### config.mk
export PLATFORM = sky130hd
export DESIGN_NAME = mem_stage
export DESIGN_NICKNAME = d
export VERILOG_FILES = /design/src/rtl/mem_stage.sv
export SDC_FILE = /design/constraint.sdc
export NUM_CORES = 1
export LEC_CHECK = 0
export ABC_AREA = 1
export CORE_UTILIZATION = 51
export DETAILED_ROUTE_END_ITERATION = 12
export GPL_TIMING_DRIVEN = 0
export MAX_ROUTING_LAYER = met4
export PLACE_DENSITY = 0.92
export SETUP_SLACK_MARGIN = 0.05
export SLEW_MARGIN = 25
export SYNTH_ARGS = -nofsm -noshare
export SYNTH_HDL_FRONTEND = slang
export SYNTH_SLANG_ARGS = --single-unit
### constraint.sdc
create_clock -name clk -period 10 [get_ports clk]
set_clock_uncertainty 0.2 [all_clocks]
set_input_delay 3 -clock clk [delete_from_list [all_inputs] [get_ports clk]]
set_output_delay 3 -clock clk [all_outputs]
set_load 0.01 [all_outputs]
### src/rtl/mem_stage.sv
// Memory pipeline stage: waits for data-bus responses, aligns load data, forwards status.
// Optional MS_LOAD_FWD_EN macro lets aligned load data be bypassed in the response cycle.
module mem_stage #(
    parameter int ES_TO_MS_BUS_WD = 134,
    parameter int MS_TO_WS_BUS_WD = 125,
    parameter int DROP_CNT_W      = 2
) (
    input  logic                       clk,
    input  logic                       reset,
    input  logic                       ws_allowin,
    output logic                       ms_allowin,
    input  logic                       es_to_ms_valid,
    input  logic [ES_TO_MS_BUS_WD-1:0] es_to_ms_bus,
    input  logic                       es_req_outstanding,
    input  logic                       data_sram_data_ok,
    input  logic [31:0]                data_sram_rdata,
    output logic                       ms_to_ws_valid,
    output logic [MS_TO_WS_BUS_WD-1:0] ms_to_ws_bus,
    input  logic                       flush,
    output logic                       ms_ex,
    output logic                       ms_eret,
    output logic                       ms_mtc0,
    output logic                       ms_tlb_reflush,
    output logic [4:0]                 ms_dest,
    output logic [3:0]                 ms_gr_we,
    output logic [31:0]                ms_forward_data,
    output logic                       ms_forward_valid
);

    logic                       r_ms_valid;
    logic [ES_TO_MS_BUS_WD-1:0] r_es_bus;
    logic                       r_data_buf_valid;
    logic [31:0]                r_data_buf;
    logic [DROP_CNT_W-1:0]      r_drop_cnt;

    logic        w_tlbwi, w_tlbr, w_store, w_lw, w_bd, w_ex, w_eret, w_mtc0, w_mfc0;
    logic        w_lb, w_lbu, w_lh, w_lhu, w_lwl, w_lwr, w_res_from_mem;
    logic [31:0] w_badvaddr, w_result, w_pc;
    logic [7:0]  w_c0_addr;
    logic [4:0]  w_excode, w_dest;
    logic [3:0]  w_gr_we;

    assign {w_tlbwi, w_tlbr, w_store, w_lw, w_badvaddr, w_bd, w_c0_addr, w_ex, w_excode,
            w_eret, w_mtc0, w_mfc0, w_lb, w_lbu, w_lh, w_lhu, w_lwl, w_lwr, w_res_from_mem,
            w_gr_we, w_dest, w_result, w_pc} = r_es_bus;

    logic w_need_data, w_drop_zero, w_live_ok, w_ms_ready_go, w_leave, w_waiting;

    assign w_need_data    = r_ms_valid & (w_res_from_mem | w_store) & !w_ex;
    assign w_drop_zero    = (r_drop_cnt == '0);
    assign w_live_ok      = data_sram_data_ok & w_drop_zero;
    assign w_ms_ready_go  = !w_need_data | r_data_buf_valid | w_live_ok;
    assign ms_allowin     = !r_ms_valid | (w_ms_ready_go & ws_allowin);
    assign ms_to_ws_valid = r_ms_valid & w_ms_ready_go;
    assign w_leave        = ms_to_ws_valid & ws_allowin;
    assign w_waiting      = w_need_data & !r_data_buf_valid;

    // A response arriving with the flush belongs to the flushed instruction, so it is not counted.
    logic [DROP_CNT_W:0]   w_drop_sum;
    logic [DROP_CNT_W-1:0] w_drop_load;
    assign w_drop_sum  = {{DROP_CNT_W{1'b0}}, w_waiting & !data_sram_data_ok}
                       + {{DROP_CNT_W{1'b0}}, es_req_outstanding};
    assign w_drop_load = w_drop_sum[DROP_CNT_W] ? {DROP_CNT_W{1'b1}}
                                                : w_drop_sum[DROP_CNT_W-1:0];

    always_ff @(posedge clk or posedge reset) begin
        if (reset) begin
            r_ms_valid       <= 1'b0;
            r_es_bus         <= '0;
            r_data_buf_valid <= 1'b0;
            r_data_buf       <= '0;
            r_drop_cnt       <= '0;
        end else begin
            if (flush) begin
                r_ms_valid <= 1'b0;
            end else if (ms_allowin) begin
                r_ms_valid <= es_to_ms_valid;
            end

            if (es_to_ms_valid && ms_allowin) begin
                r_es_bus <= es_to_ms_bus;
            end

            if (flush || w_leave) begin
                r_data_buf_valid <= 1'b0;
            end else if (w_waiting && w_live_ok) begin
                r_data_buf_valid <= 1'b1;
                r_data_buf       <= data_sram_rdata;
            end

            if (flush) begin
                r_drop_cnt <= w_drop_load;
            end else if (data_sram_data_ok && !w_drop_zero) begin
                r_drop_cnt <= r_drop_cnt - 1'b1;
            end
        end
    end

    logic [31:0] w_word, w_shr, w_shl, w_final_result;
    logic [15:0] w_half;
    logic [7:0]  w_byte;
    logic [1:0]  w_a;
    logic [3:0]  w_final_we;

    assign w_a    = w_result[1:0];
    assign w_word = r_data_buf_valid ? r_data_buf : data_sram_rdata;
    assign w_shr  = w_word >> {w_a, 3'b000};
    assign w_shl  = w_word << {~w_a, 3'b000};
    assign w_byte = w_shr[7:0];
    assign w_half = w_a[1] ? w_word[31:16] : w_word[15:0];

    always_comb begin
        w_final_result = w_result;
        w_final_we     = w_gr_we;
        if (w_ex || w_store) begin
            w_final_we = 4'b0000;
        end else if (w_lw) begin
            w_final_result = w_word;
            w_final_we     = 4'b1111;
        end else if (w_lb || w_lbu) begin
            w_final_result = {{24{w_lb & w_byte[7]}}, w_byte};
        end else if (w_lh || w_lhu) begin
            w_final_result = {{16{w_lh & w_half[15]}}, w_half};
        end else if (w_lwl) begin
            w_final_result = w_shl;
            w_final_we     = 4'b1111 << ~w_a;
        end else if (w_lwr) begin
            w_final_result = w_shr;
            w_final_we     = 4'b1111 >> w_a;
        end
    end

    assign ms_to_ws_bus = {w_tlbwi, w_tlbr, w_badvaddr, w_bd, w_c0_addr, w_ex, w_excode,
                           w_eret, w_mtc0, w_mfc0, w_final_we, w_dest, w_final_result, w_pc};

    assign ms_ex           = r_ms_valid & w_ex;
    assign ms_eret         = r_ms_valid & w_eret;
    assign ms_mtc0         = r_ms_valid & w_mtc0;
    assign ms_tlb_reflush  = r_ms_valid & (w_tlbwi | w_tlbr);
    assign ms_dest         = r_ms_valid ? w_dest : 5'd0;
    assign ms_gr_we        = r_ms_valid ? w_final_we : 4'd0;
    assign ms_forward_data = w_final_result;

`ifdef MS_LOAD_FWD_EN
    assign ms_forward_valid = r_ms_valid & (!w_res_from_mem | r_data_buf_valid | w_live_ok);
`else
    // Without load bypass, decode stalls on any load sitting here.
    assign ms_forward_valid = r_ms_valid & !w_res_from_mem;
`endif

endmodule

Word level (Yosys, flattened, before mapping)
Cells that the tools add are included.

word-level totals
  input port bits = 173
  output and inout bits = 173
  register bits after elaboration = 170

operators by class
  shift-type cells = 4
  add/subtract/negate cells = 2
  bitwise logic cells = 22
  muxes and demuxes = 23
  reductions and logical operators = 19

operator list
  cell                   count
  $mux W32               7
  $shl A32 B5 Y32        1
  $shr A32 B5 Y32        1
  $mux W4                7
  $mux W16               1
  $and A1 B1 Y1          15
  $logic_not A1 Y1       7
  $mux W2                3
  $reduce_bool A2 Y1     3
  $mux W5                1
  $or A1 B1 Y1           5
  $logic_or A1 B1 Y1     4
  $mux W1                4
  $shl A4 B2 Y4 const A  1
  $shr A4 B2 Y4 const A  1
  $logic_and A1 B1 Y1    3
  $add A1 B1 Y2          1
  $logic_not A2 Y1       1
  $not A2 Y2             1
  $reduce_and A2 Y1      1
  $sub A2 B1 Y2 const B  1
  $not A1 Y1             1

Depth between registers and ports, before layout
Gate-level depths: netlist of run 1.

  depth after elaboration = 11
  gate-level depth with buffers = 15
  depth with buffers taken out = 11

Least setup slack after synthesis of run 1
OpenSTA, ideal clock, no wires.

  path kind = input to output
  from = input port data_sram_rdata[15]
  to = output port ms_to_ws_bus[57]
  stages on the path = 12
  setup slack = 2.590 ns
  data arrival time = 4.210 ns
  buffers on the path = 2
  cell sequence = nand2_1 -> nand3_1 -> nand3_1 -> nand2_1 -> nand2_1 -> nand2_2 -> nor2_2 -> buf_4 -> nand2_1 -> nand2_1 -> nand2_1 -> buf_4

between the ends
  word-level cells in the longest chain between the ends = 7

ends and longest elaborated chain
  element                                                  line  text
  start, declared                                          16    input logic [31:0] data_sram_rdata,
  $mux W32 (*)                                             106   assign w_word = r_data_buf_valid ? r_data_buf : data_sram_rdata;
  branches (longest 3 deep; another with $shr A32 B5 Y32)  -
  $mux W32 (*)                                             120   end else if (w_lb || w_lbu) begin
  $mux W32 (*)                                             117   end else if (w_lw) begin
  $mux W32 (*)                                             115   if (w_ex || w_store) begin
  end, declared                                            18    output logic [MS_TO_WS_BUS_WD-1:0] ms_to_ws_bus,

Every way passes the cells marked *.

Worst setup path after layout of run 1
  from = input port data_sram_rdata[7]
  to = output port ms_to_ws_bus[51]

between the ends
  word-level cells in the longest chain between the ends = 6

ends and longest elaborated chain
  element          line  text
  $mux W32         106
  $shr A32 B5 Y32  107   assign w_shr = w_word >> {w_a, 3'b000};
  $and A1 B1 Y1    121   w_final_result = {{24{w_lb & w_byte[7]}}, w_byte};
  $mux W32         120
  $mux W32         117
  $mux W32         115

No other way between the ends.

==> impl_results.md, run 1 <==
- Crit path from: data_sram_rdata[7]
- CTS tree: yes
- Layout Nets: 2,158
- Post-route ant nets: 0
- Status: completed
- Critical Path End Type: primary output
- Largest net degree at the start of global routing: 95
- Fillers: 1,527
- Largest cells by area after synthesis: dfrtp_1, nand2_1, nand3_1
- Final Max Tran Viols: 0
- P_leak: between 7 and 8 nW
- Die Wd: 148 um
- Met2 global-route usage: 72.6%
- Worst-Margin Slew: ~0.9 ns
- Post-Syn Instances: 1,619
- Yosys warnings: 0
- Critical path, cell by cell: clkdlybuf4s50_1, nand2_1, nand3_1, nand3_1, nand2_1, nand2_1, nand2_2, nor2_2, buf_4, nand2_1, nand2_1, nand2_1, buf_4, clkdlybuf4s50_1
- WP data required: 6.80 ns
- 1st-iter DRT viols: around 1,100
- Layout area overhead: 40.6%
- Post-Syn Area: approximately 0.011 sq mm
- WL/cell: roughly 20 um
- Final-report hold violation count: 0
- Clock sink total: 170
- Top Usage Layer GRT: met2
- Syn_area_per_cell: 6.75 sq um
- Register area: 0.00425 sq mm
- R2r startpoint: r_ms_valid
- Final setup violation count: 0
- Setup TNS: 0 ns
- Worst path depth: 14
- Vias in the first global route: 12,100
- Worst-path clk slew: 0.08 ns
- Pwr dens: 173 mW/mm^2
- IO Port Bufs: 344
- Met1 GRT Util: between 40% and 50%
- Placement Rows: 53
- Share of layout cells above drive strength 1: between 10% and 20%
- Clock buffer depth: 2
- Area leader, netlist: dfrtp_1
- Most frequent CP cell: nand2_1
- RR Endpoint: r_es_bus[52]
- Delay of the slowest critical-path stage: 0.46 ns
- Via density: roughly 5.5
- Initial antenna violation count: 0
- # diodes: 0
- Buf/Inv on CP: 4
- CTS root buffer: clkbuf_16
- CP Class: in2out
- Final min period: slightly below 9 ns
- Num ports: 346
- Multi-input logic area: slightly below 0.005 sq mm
- DRC violations left: 0
- Post-Layout Inst Area: 0.0154 sq mm
- CTS Buf Count: 17
- Core Area: ~0.021 sq mm
- DIE AREA: ~0.022 sq mm
- Seq/Total Area, Yosys: roughly two fifths
- Crit-path slowest cell: clkdlybuf4s50_1
- EDFF count, synth: 0
- Setup crit start kind: input port
- First-pass GRT wire length: 69.7 mm
- Hold Path Class: reg2reg
- GPL Wtd Cong: 1.14
- Initial DRT Pass Iterations: 6
- Initial Utilization: 52.0%
- Fin crit share: 89.1%
- Synth Flop Type: dfrtp_1
- Yosys cell types: 32
- Synth Net Count: 1,794
- RSZ-0062 raised after global routing: false
- R2r worst-path depth: 10
- Ys async rst share: 100%
- Relative slew slack: 39.7%
- Worst Hold Path Cells: 2
- Seq cells post-synth: 170
- Register-to-register setup slack: 7.62 ns
- Die height: 148 um
- Post-cts resize count: 0
- Post-synth top area share: 38.9%
- CTS H-tree lvls: 4
- Worst hold slack: 0.281 ns
- CTS Hold Bufs: 0
- Detail Placement HPWL: 36.2 mm
- Overall routing resource usage: 44.3%
- Setup Fix Bufs, Post-CTS: 0
- Critical path peak fanout: 10
- Critical Path End: ms_to_ws_bus[51]
- Global Route met3 Usage: 8.16%
- Later-pin clock latency in the skew report: 0.44 ns
- Vias: between 10,000 and 15,000
- WL final: 46.8 mm
- Delay-heaviest family, CP: simple AND/OR/NAND/NOR gates
- MaxCap Viol Count: 0
- Fmax achieved: 112 MHz
- Total gr overflow: 0
- Arrival @ worst endpoint: 5.71 ns
- Peak supply drop: approximately 0.11 mV
- DP Area: 0.0147 sq mm
## cell type report
type	count	area share, %
Multi-Input combinational cell	1132	31.9
Sequential cell	170	27.7
Timing Repair Buffer	345	22.6
Buffer	218	9.07
Clock buffer	17	2.77
Inverter	99	2.47
Tap cell	275	2.24
Clock inverter	15	1.22
## sequential cells by signal (all words and copies together), names as in the netlist
signal and count:
r_data_buf_valid 1, r_data_buf 32, r_drop_cnt 2, r_es_bus 134, r_ms_valid 1
## tightest hold or removal path: stages, from the launching register on
cell and delay (ns):
dfrtp_1 0.35, nand2_1 0.06, nand2_1 0.05
## how the worst min path moves through the flow
stage | startpoint | slack, ns | end
2_1_floorplan | r_es_bus[72] | 0.24 | r_es_bus[72]
3_3_place_gp | r_es_bus[21] | 0.26 | r_es_bus[21]
3_5_place_dp | r_es_bus[125] | 0.26 | r_es_bus[125]
4_1_cts | r_es_bus[125] | 0.28 | r_es_bus[125]
5_1_grt | r_es_bus[85] | 0.30 | r_es_bus[85]
6_report | r_es_bus[14] | 0.28 | r_es_bus[14]
## placed cells by master, fill, tap and decap left out, types with 8 or more instances in the layout
master | synthesis | layout
and2_1 | 12 | 12
inv_1 | 92 | 91
dfrtp_1 | 170 | 170
a21oi_1 | 35 | 35
nand2_1 | 668 | 668
clkdlybuf4s50_1 | 0 | 344
buf_2 | 29 | 29
buf_1 | 8 | 8
nor2_1 | 33 | 33
buf_4 | 133 | 133
o21ai_1 | 20 | 20
clkbuf_16 | 0 | 17
clkbuf_1 | 41 | 41
nand3_1 | 266 | 266
o21ai_0 | 58 | 58
## cell usage after synthesis (all sizes together) (6+ instances only)
library cell / n
a21oi: 35
a22oi: 7
and2: 12
buf: 175
clkbuf: 43
dfrtp: 170
inv: 95
nand2: 670
nand3: 266
nand4: 6
nor2: 36
o211ai: 7
o21ai: 78
## cells by family (layout without fill, tap and decap cells)
kind of cell,after synthesis,count (layout),share of synthesized area [%]
flops,170,170,38.9
compound gates,137,137,6.89
xor+xnor,1,1,0.0802
simple gates,992,992,37.7
buf+inv,317,694,16.2
fa+ha+maj,2,2,0.229
## layer usage
metal / vias to the layer above / part of all wire [%] / routed length, um
met5: - / 0 / 0
met4: 0 / 7.2 / 3380
met3: 195 / 8.5 / 3980
met2: 787 / 48 / 22700
met1: 5849 / 36 / 16700
li1: 5745 / - / -
## per-stage QoR
step / std cells / setup WS [ns] / total power, mW / utilization [%]
2_1_floorplan: 1619 / 2.20 / 1.43 / -
3_3_place_gp: 2238 / -0.0159 / 1.91 / 70.0
3_5_place_dp: 2239 / 1.20 / 1.94 / 70.2
4_1_cts: 2271 / 1.20 / 2.64 / 73.1
5_1_grt: 2271 / 1.02 / 2.78 / 73.1
6_report: 2271 / 1.09 / 2.66 / 73.1
## report_power, final
part | switching (mW) | leakage (nW) | total (mW) | internal, mW
combinational | 0.558 | 5.52 | 1.07 | 0.510
sequential | 0.0864 | 2.11 | 0.888 | 0.801
clock | 0.364 | 0.301 | 0.708 | 0.344
total | 1.01 | 7.93 | 2.66 | 1.66
Note: power is estimated with default switching activity, not from simulation.
==> inputs of run 2 (changes only) <==
Settings changed: CTS_CLUSTER_SIZE set to 30, MAX_ROUTING_LAYER met4 to not set.
==> impl_results.md, run 2 (synthesis gave the netlist of run 1 again) <==
- Hold Path Class: reg2reg
- Vias in the first global route: 12,800 (+5.7%)
- NetSw: 1.01 mW (+0.16%)
- P_leak: 7.91 nW (-0.23%)
- Hold EP: r_es_bus[1]
- Final setup violation count: 0 (unchanged)
- Vias: 13,000 (+3.6%)
- Initial DRT Pass Iterations: 9 (+3)
- Largest net degree at the start of global routing: 97 (+2.1%)
- CTS tree: yes
- Delay of the slowest critical-path stage: 0.46 ns (about the same)
- R2r worst-path depth: 10 (unchanged)
- Critical path peak fanout: 10 (unchanged)
- Fin crit share: 90.3% (+1.2 points)
- WL final: 49.6 mm (+6.0%)
- Arrival @ worst endpoint: 5.83 ns (+0.12 ns)
- MaxCap Viol Count: 0 (unchanged)
- Fin util: 72.9% (-0.14 points)
- Layout Nets: 2,158 (unchanged)
- Met1 wire length: 16.9 mm (+0.92%)
- Multi-input logic area: 0.00491 sq mm (unchanged)
- CP Class: in2out
- Most frequent CP cell: nand2_1
- Via density: 5.74 (+3.6%)
- CTS Hold Bufs: 0 (unchanged)
- Logic pwr share: 40.8% (+0.7 points)
- CTS root buffer: clkbuf_16
- Register area: 0.00425 sq mm (unchanged)
- Pint: 1.65 mW (-0.58%)
- GPL Wtd Cong: 1.07 (-5.6%)
- Worst Hold Path Cells: 2 (unchanged)
- RR Endpoint: r_es_bus[58]
- Overall routing resource usage: 45.3% (+1.0 points)
- Highest metal used: met5
- Status: completed
- Clock power frac: 25.6% (-1.0 points)
- Setup Fix Bufs, Post-CTS: 0 (unchanged)
- Fmax achieved: 111 MHz (-1.4%)
- WP data required: 6.80 ns (about the same)
- WL/cell: 21.8 um (+6.0%)
- Final min period: 9.03 ns (+0.125 ns)
- Delay-heaviest family, CP: simple AND/OR/NAND/NOR gates
- HP Start: r_es_bus[1]
- Relative slew slack: 43.1% (+3.5 points)
- Most common cell after layout, fill and taps aside: nand2_1
- Most frequent cells in the layout: nand2_1, clkdlybuf4s50_1, nand3_1
- Register-to-register setup slack: 7.61 ns (about the same)
- Num ports: 346 (unchanged)
- Max reg flops: 134 (unchanged)
- DR WL met2: 23.6 mm (+4.3%)
- Worst-Margin Slew: 0.853 ns (-0.0522 ns)
- CTS H-tree lvls: 4 (unchanged)
- Crit-path slowest cell: clkdlybuf4s50_1
- Core Area: 0.0210 sq mm (unchanged)
- RSZ-0062 raised after global routing: false
- Share of layout cells above drive strength 1: 10.6% (-0.045 points)
- Setup TNS: 0 ns (unchanged)
- 1st-iter DRT viols: 1,258 (+13%)
- Initial Utilization: 52.0% (unchanged)
- Peak supply drop: 0.129 mV (+15%)
- Largest Register: r_es_bus
- Placement Rows: 53 (unchanged)
- DRC violations left: 0 (unchanged)
- Largest regs: r_es_bus x134, r_data_buf x32, r_drop_cnt x2
- Seq pwr share: 33.6% (+0.3 points)
- DIE AREA: 0.0220 sq mm (unchanged)
- Later-pin clock latency in the skew report: 0.45 ns (about the same)
- Post-route ant nets: 0 (unchanged)
- Die Wd: 148 um (unchanged)
- Clock sink total: 170 (unchanged)
- CTS Buf Count: 17 (unchanged)
- Detail Placement HPWL: 37.1 mm (+2.4%)
- Post-cts resize count: 0 (unchanged)
- Buf/Inv on CP: 4 (unchanged)
- Critical Path End Type: primary output
- Setup crit start kind: input port
- Switching part of the total: 38.0% (+0.17 points)
- Initial antenna violation count: 3 (+3)
- Worst path depth: 14 (unchanged)
- Final Max Tran Viols: 0 (unchanged)
- Final-report hold violation count: 0 (unchanged)
- Fillers: 1,549 (+1.4%)
- Layout area overhead: 40.3%
- IO Port Bufs: 344 (unchanged)
- First-pass GRT wire length: 73.7 mm (+5.8%)
- Die height: 148 um (unchanged)
- R2r startpoint: r_ms_valid
- Critical path, cell by cell: clkdlybuf4s50_1, nand2_1, nand3_1, nand3_1, nand2_1, nand2_1, nand2_2, nor2_2, buf_4, nand2_1, nand2_1, nand2_1, buf_4, clkdlybuf4s50_1
- Clock buffer depth: 2 (unchanged)
- Pwr dens: 173 mW/mm^2 (-0.11%)
- Worst-path clk slew: 0.07 ns (about the same)
- Total gr overflow: 0 (unchanged)
- Metal3 WL: 4.80 mm (+21%)
run 2: how the worst max path moves through the flow:
stage	slack (ns)	end	from
after global placement	0.03	r_es_bus[54]	reset
after global routing	0.90	ms_to_ws_bus[51]	data_sram_rdata[15]
final	0.97	ms_to_ws_bus[51]	data_sram_rdata[23]
after detailed placement	1.12	ms_to_ws_bus[51]	data_sram_rdata[23]
after floorplan	2.20	r_data_buf[0]	reset
after CTS	1.11	ms_to_ws_bus[51]	data_sram_rdata[23]
run 2: power by group through the flow:
stage / clock [mW] / combinational, mW / sequential, mW
floorplan: 0 / 0.568 / 0.865
global placement: 0 / 1.03 / 0.889
detailed placement: 0 / 1.06 / 0.894
CTS: 0.676 / 1.07 / 0.885
global route: 0.704 / 1.16 / 0.899
finish: 0.680 / 1.08 / 0.891
run 2: area by class of cell:
cell class / count / area share, %
antenna: 2 / 0.0326
buffer: 218 / 9.09
clock buffer: 17 / 2.77
clock inverter: 14 / 1.00
inverter: 99 / 2.47
multi-input combinational: 1132 / 32.0
sequential: 170 / 27.7
tap: 275 / 2.24
timing repair buffer: 345 / 22.6
run 2: worst min-delay path, cell delays in order, from the launching register on:
cell and delay [ns]:
dfrtp_1 0.35, nand2_1 0.06, nand2_1 0.05
run 2: metrics by stage:
stage               hold WS (ns)  total power, mW  std cells  cell area, sq um  setup slack (ns)
floorplan                  0.236             1.43       1619             10900              2.20
global placement           0.255             1.92       2238             14700            0.0290
detailed placement         0.259             1.95       2239             14700              1.12
CTS                        0.279             2.63       2270             15300              1.11
global route               0.303             2.76       2272             15300             0.895
finish                     0.283             2.66       2272             15300             0.970
run 2: metal layers:
layer	GRT usage, %	up-vias
li1	-	5756
met4	35.2	2
met3	11.3	249
met1	49.5	6065
met5	0	-
met2	75.5	963
